--- config.mk ---
export PLATFORM = sky130hd
export DESIGN_NAME = ahbl_boot_copier
export DESIGN_NICKNAME = d
export VERILOG_FILES = /design/src/rtl/ahbl_boot_copier.sv
export SDC_FILE = /design/constraint.sdc
export NUM_CORES = 1
export LEC_CHECK = 0
export BUFFER_PORTS_ARGS = -buffer_cell sky130_fd_sc_hd__buf_2
export CAP_MARGIN = 20
export CORE_MARGIN = 8
export CORE_UTILIZATION = 35
export CTS_BUF_LIST = sky130_fd_sc_hd__clkbuf_8
export DETAILED_ROUTE_END_ITERATION = 10
export GPL_TIMING_DRIVEN = 0
export SETUP_SLACK_MARGIN = 0.5
export SYNTH_ARGS = -nofsm -noshare
export SYNTH_HDL_FRONTEND = slang
export SYNTH_SLANG_ARGS = --single-unit
--- constraint.sdc ---
create_clock -name HCLK -period 2.5 [get_ports HCLK]
set_clock_uncertainty 0.1 [all_clocks]
set_input_delay 0.125 -clock HCLK [delete_from_list [all_inputs] [get_ports HCLK]]
set_output_delay 0.125 -clock HCLK [all_outputs]
set_load 0.05 [all_outputs]
--- src/rtl/ahbl_boot_copier.sv ---
// AHB-Lite boot copier: moves a fixed ROM image into RAM after reset
// and holds the CPU in reset until the first copy has finished.
module ahbl_boot_copier #(
    parameter logic [31:0] SRC_ADDR   = 32'h0000_0000,
    parameter logic [31:0] DST_ADDR   = 32'h2000_0000,
    parameter int          WORDS      = 1024,
    parameter bit          AUTO_START = 1'b1
) (
    input  logic        HCLK,
    input  logic        HRESETn,
    output logic [31:0] HADDR,
    output logic [1:0]  HTRANS,
    output logic [2:0]  HSIZE,
    output logic        HWRITE,
    output logic [31:0] HWDATA,
    input  logic [31:0] HRDATA,
    input  logic        HREADY,
    input  logic        start,
    output logic        busy,
    output logic        done,
    output logic        cpu_rst_n
);

    localparam int            CW     = (WORDS > 0) ? $clog2(WORDS + 1) : 1;
    localparam logic [CW-1:0] LAST   = CW'(WORDS);
    localparam logic [1:0]    T_IDLE = 2'b00;
    localparam logic [1:0]    T_NSEQ = 2'b10;

    typedef enum logic [2:0] {
        S_IDLE,
        S_RD_A,
        S_RD_D,
        S_WR_A,
        S_WR_D
    } state_t;

    state_t        state;
    logic [CW-1:0] cnt;
    logic [CW-1:0] cnt_nx;
    logic [31:0]   rd_ptr;
    logic [31:0]   wr_ptr;
    logic          first;
    logic          go;

    // first is high only for the cycle right after reset release
    assign go     = start || (AUTO_START && first);
    assign cnt_nx = cnt + CW'(1);
    assign HSIZE  = 3'b010;

    always_ff @(posedge HCLK or negedge HRESETn) begin
        if (!HRESETn) begin
            state     <= S_IDLE;
            HADDR     <= 32'h0;
            HTRANS    <= T_IDLE;
            HWRITE    <= 1'b0;
            HWDATA    <= 32'h0;
            cnt       <= '0;
            rd_ptr    <= 32'h0;
            wr_ptr    <= 32'h0;
            first     <= 1'b1;
            busy      <= 1'b0;
            done      <= 1'b0;
            cpu_rst_n <= 1'b0;
        end else begin
            first <= 1'b0;
            unique case (state)
                S_IDLE: begin
                    if (go) begin
                        done <= (WORDS == 0);
                        if (WORDS == 0) begin
                            cpu_rst_n <= 1'b1;
                        end else begin
                            state  <= S_RD_A;
                            busy   <= 1'b1;
                            cnt    <= '0;
                            rd_ptr <= SRC_ADDR;
                            wr_ptr <= DST_ADDR;
                            HADDR  <= SRC_ADDR;
                            HTRANS <= T_NSEQ;
                            HWRITE <= 1'b0;
                        end
                    end
                end
                S_RD_A: begin
                    if (HREADY) begin
                        state  <= S_RD_D;
                        HTRANS <= T_IDLE;
                    end
                end
                S_RD_D: begin
                    if (HREADY) begin
                        state  <= S_WR_A;
                        HWDATA <= HRDATA;
                        HADDR  <= wr_ptr;
                        HTRANS <= T_NSEQ;
                        HWRITE <= 1'b1;
                    end
                end
                S_WR_A: begin
                    if (HREADY) begin
                        state  <= S_WR_D;
                        HTRANS <= T_IDLE;
                        HWRITE <= 1'b0;
                    end
                end
                S_WR_D: begin
                    if (HREADY) begin
                        rd_ptr <= rd_ptr + 32'd4;
                        wr_ptr <= wr_ptr + 32'd4;
                        cnt    <= cnt_nx;
                        if (cnt_nx == LAST) begin
                            state     <= S_IDLE;
                            busy      <= 1'b0;
                            done      <= 1'b1;
                            cpu_rst_n <= 1'b1;
                        end else begin
                            state  <= S_RD_A;
                            HADDR  <= rd_ptr + 32'd4;
                            HTRANS <= T_NSEQ;
                        end
                    end
                end
                default: state <= S_IDLE;
            endcase
        end
    end

endmodule

# After elaboration in Yosys (flattened, before gate mapping)

Cells that the tools add are included.
W data, S select, Z words.

Flip-flop bits (word level): 149
Output and inout bits: 73
Input bits: 36
ROM bits: 0
Latch bits: 0
Memories kept: 0
Bits in writable memories: 0

Add/sub/neg operators: 3
Div/mod/pow operators: 0
Equality and inequality tests: 13
Reductions and logical operators: 15
$mul: 0
Order comparisons: 0
Bitwise operators: 0
Shift-type cells: 0
Mux-type cells: 37

Operators by type and width:

| operator                | count |
|---|---|
| $mux W32                | 7 |
| $pmux W32 S2            | 2 |
| $pmux W32 S3            | 1 |
| $add A32 B3 Y32 const B | 2 |
| $mux W11                | 2 |
| $pmux W11 S2            | 1 |
| $mux W3                 | 5 |
| $pmux W3 S5             | 1 |
| $ne A2 B2 Y1 const B    | 7 |
| $add A11 B1 Y11 const B | 1 |
| $eq A11 B11 Y1 const B  | 1 |
| $mux W2                 | 5 |
| $reduce_and A5 Y1       | 2 |
| $mux W1                 | 9 |
| $pmux W2 S4             | 1 |
| $reduce_and A4 Y1       | 2 |
| $eq A3 B2 Y1 const B    | 2 |
| $reduce_and A3 Y1       | 2 |
| $reduce_and A6 Y1       | 1 |
| $reduce_bool A3 Y1      | 2 |
| $pmux W1 S2             | 2 |
| $reduce_bool A4 Y1      | 1 |
| $eq A3 B1 Y1 const B    | 1 |
| $eq A3 B3 Y1 const B    | 1 |
| 7 further kinds         | 7 |

# Logic depth before layout (Yosys ltp)

Depth in word-level cells: 5
Mapped depth: 8
Depth with buffers taken out: 6

# Worst setup path before layout

No wires, ideal clock.

Path type: register to register
From: register rd_ptr[2]
To: register HADDR[20]
Data arrival time: 2.183 ns
Setup slack: 0.092 ns
Clock period less this slack: 2.408 ns
Data required time: 2.275 ns
Path buffers: 1
Library setup time: 0.125 ns
Stages on the path, launching flop included: 8
Path through: dfrtp_1 > ha_1 > nand4_1 > or4_1 > buf_2 > o211a_1 > a211o_1 > mux2_4

Longest elaborated chain between the ends: 4

RTL lines:

| what                   | RTL line | source |
|---|---|---|
| start, declared        | 40       | `logic [31:0] rd_ptr;` |
| start signal, assigned | 108      | `rd_ptr <= rd_ptr + 32'd4;` |
| $add A32 B3 Y32        | 118      | `HADDR <= rd_ptr + 32'd4;` |
| $mux W32               | 111      | `if (cnt_nx == LAST) begin` |
| $mux W32               | 107      | `if (HREADY) begin` |
| $pmux W32 S3           | 66       | `unique case (state)` |
| end signal, assigned   | 94       | `HADDR <= wr_ptr;` |
| end signal, assigned   | 118      |  |
| end, declared          | 11       | `output logic [31:0] HADDR,` |

Every way passes these cells. The select of a mux whose other input is x is not followed.
A chain may end at the register's enable or synchronous reset.

# Final worst setup path

From: register cnt[7]
To: register HADDR[14]

Longest elaborated chain between the ends: 4

RTL lines:

| what                        | RTL line | source |
|---|---|---|
| start, declared             | 38       | `logic [CW-1:0] cnt;` |
| start signal, assigned      | 110      | `cnt <= cnt_nx;` |
| $add A11 B1 Y11             | 47       | `assign cnt_nx = cnt + CW'(1);` |
| $eq A11 B11 Y1              | 111      |  |
| $ne A2 B2 Y1 (no line)      | -        |  |
| $reduce_and A5 Y1 (no line) | -        |  |

Every way passes these cells.

==> flow_metrics.tcl <==
set metrics [dict create \
    status "completed" \
    number_of_violations_reported_at_the_end_of_detailed_routing_iteration_0 491 \
    leakage_nw 4.76 \
    worstPathRequired_ns 2.75 \
    ioPinCount 109 \
    design.core.area_sq_um 20900 \
    cts.htree.levels 4 \
    final_min_period_over_clock_period_pct 93.6 \
    unrepaired_setup_endpoints_after_global_routing "yes" \
    n_antenna_cell 0 \
    antenna_violations_before_repair 0 \
    synth_seq_cells 143 \
    cp_slowest_stage_delay_ns 0.45 \
    synthesis.area_sq_um 7410 \
    clk-insertion-delay-late_ns 0.47 \
    report.final.slew_viol_count 0 \
    gpl.final_weighted_congestion 0.852 \
    grt_pass1_wl_microns 35000 \
    rows 53 \
    avg_wl_per_cell_microns 18.2 \
    first_global_vias 6311 \
    cts_buffers 17 \
    total_power_mw 8.67 \
    nNetsFinal 1006 \
    synth-main-ff-cell "dfrtp_1" \
    portBuffers 104 \
    gr-usage-all-layers_pct 16.8 \
    ys_seq_area_share_pct 48.3 \
    post-route-cell-area_sq_um 10400 \
    worst-setup-path-type "reg2reg" \
    max_cap_violations 0 \
    route.detailed.vias_per_inst 5.31 \
    power_density_nw_per_um2 832 \
    timing.final.crit_period_ns 2.34 \
    final-hold-violation-count 0 \
    cts.clk_slew.worst_paths_ns 0.09 \
    ratio_of_cells_with_drive_above_1_in_the_final_layout_pct 41.7 \
    grt_start_max_net_pins 92 \
    post_layout_nonfiller_instances 1254 \
    drt-pass1-iter-count 5 \
    critical_path_arrival_ns 2.59 \
    worstMarginPinSlew_ns 0.860 \
    cell_count_after_placement 1115 \
    max-slew-margin-rel_pct 42.6 \
    yosys_warnings 0 \
    crit_buf_inv 2 \
    die_h_microns 161 \
    post_synth.cell_area_avg_sq_um 10.1 \
    ant_nets 0 \
    effective_utilization_at_floorplan_pct 35.5 \
    synthCells 732 \
    cts-root-buf "clkbuf_8" \
    max-vdd-ir-drop_mv 0.452 \
    fin_ws_ns 0.159 \
    global_route.overflow_total 0 \
    crit_path_top_delay_cell "o41a_4" \
    dp_worst_setup_slack_ns -0.420 \
    clock-sinks 143 \
    drt-total-wl_microns 22800 \
    worstPathMaxFanout 6 \
    detailroute.via_count 6656 \
    synth-edff-count 0 \
    dieWidth_microns 161 \
    worst_hold_slack_ns 0.0558 \
    dpl-instance-area_sq_um 8500 \
    synth_async_sr_flop_share_pct 100 \
    post-route-util_pct 49.9 \
    total_of_endpoints_with_negative_setup_slack_in_the_final_report 0 \
    fmax_mhz 427 \
    drc 0 \
    cp-start-kind "flop" \
    critical_path.cell_chain "buf_6, and4_4, xnor2_2, o32a_4, o41a_4, buf_8, mux2_4" \
    hold_path_class "in2reg" \
    worst_setup_path_end_kind "flop" \
    hpwlAfterDp_microns 14200 \
    critical_path.top_delay_family "compound AO/OA/AOI/OAI gates" \
    total_negative_setup_slack_ns 0 \
    cts_tree "yes" \
    synth_cell_types 67 \
    layout-area-overhead-vs-synth_pct 40.7 \
    design.die.area_sq_um 26100 \
    maximum_clock_path_buffer_count 2 \
]
[layout by cell type, fill, tap and decap left out, types with 13 or more instances in the layout]
cell,count
xor2_1,20
buf_2,105
nor2_1,50
nand4_1,24
o21ai_0,33
buf_6,17
clkbuf_8,23
dfrtp_2,16
buf_4,70
mux2_4,20
nand2_1,63
dfrtp_1,126
inv_1,17
mux2_2,39
a21oi_1,18
and3_1,14
dlygate4sd3_1,34
xnor2_1,13
nand3_1,28
[sequential cells by signal (all words and copies together), names as in the netlist]
signal	cells
first	1
HWDATA	32
wr_ptr	30
HTRANS	1
done	1
cnt	11
HWRITE	1
HADDR	31
cpu_rst_n	1
busy	1
rd_ptr	30
state	3
[power breakdown]
group / switching, mW / total, mW / leakage [nW] / internal [mW]
Sequential: 0.200 / 2.87 / 1.88 / 2.67
Clock: 0.961 / 2.00 / 0.213 / 1.04
Combinational: 2.52 / 3.80 / 2.68 / 1.28
[worst register-to-register path, stage by stage (launching register included)]
cell and delay (ns):
dfrtp_1 0.38, buf_6 0.12, and4_4 0.17, xnor2_2 0.13
o32a_4 0.37, o41a_4 0.45, buf_8 0.18, mux2_4 0.30
[cells by family after synthesis]
logic type | Yosys count | share of synthesized area [%]
adders and majority gates | 3 | 0.507
and+or+nand+nor | 264 | 18.4
DFF | 143 | 48.3
xor gates and xnor gates | 35 | 4.14
other | 2 | 0.101
AOI/OAI and AO/OA | 142 | 12.7
muxes | 73 | 11.8
buffers and inverters | 70 | 4.12
[synthesized netlist by cell type, types with 4 or more instances]
master	instances	area, sq um
dfrtp_1	142	3550
nand2_1	66	248
nor2_1	56	210
o21ai_0	48	240
mux2_2	41	462
clkbuf_1	37	139
nand3_1	35	175
a21oi_1	26	130
nand4_1	24	150
xor2_1	20	175
mux2_4	18	270
inv_1	17	63.8
and3_1	16	100
o31ai_1	16	120
xnor2_1	15	131
mux2i_1	14	140
nor3_1	12	60.1
a31oi_1	11	68.8
nor4_1	9	56.3
or3_1	9	56.3
and4_1	8	70.1
a211o_1	6	52.6
and2_1	6	37.5
buf_2	5	25.0
buf_4	5	37.5
a221o_1	4	40.0
or4_1	4	30.0
[path summary, 6_finish.rpt]
path	start	endpoint	slack (ns)	cells after the start
setup / recovery	cnt[7]	HADDR[14]	0.16	7
hold / removal	HREADY	busy	0.06	4
setup reg to reg	cnt[7]	HADDR[14]	0.16	7
hold reg to reg	cpu_rst_n	cpu_rst_n	0.36	1
max in group asynchronous	HRESETn	rd_ptr[16]	1.29	3
min in group asynchronous	HRESETn	HWDATA[14]	0.21	2
[final cells by class]
type	instances	area, sq um
Fill cell	1879	10500
Tap cell	275	344
Multi-Input combinational cell	522	4020
Clock inverter	12	160
Buffer	53	477
Clock buffer	19	262
Sequential cell	143	3600
Inverter	17	63.8
Timing Repair Buffer	213	1500
[repair_timing]
action | in CTS | in global routing
gates resized for setup | 90 | 108
hold buffers | 34 | 0
setup buffers | 38 | 32
cloned | 2 | 2
pin swaps | 23 | 29
endpoints found under the hold margin | 124 | 0
endpoints found under the setup margin | 137 | 128
[layer usage]
layer	global-route usage, %	up-vias	wire length (microns)
met4	3.16	0	256
met1	22.3	3282	10400
met2	26.8	235	10600
met3	4.99	23	1580
met5	0	-	0
li1	-	3116	-
(Power assumes the default switching activity.)
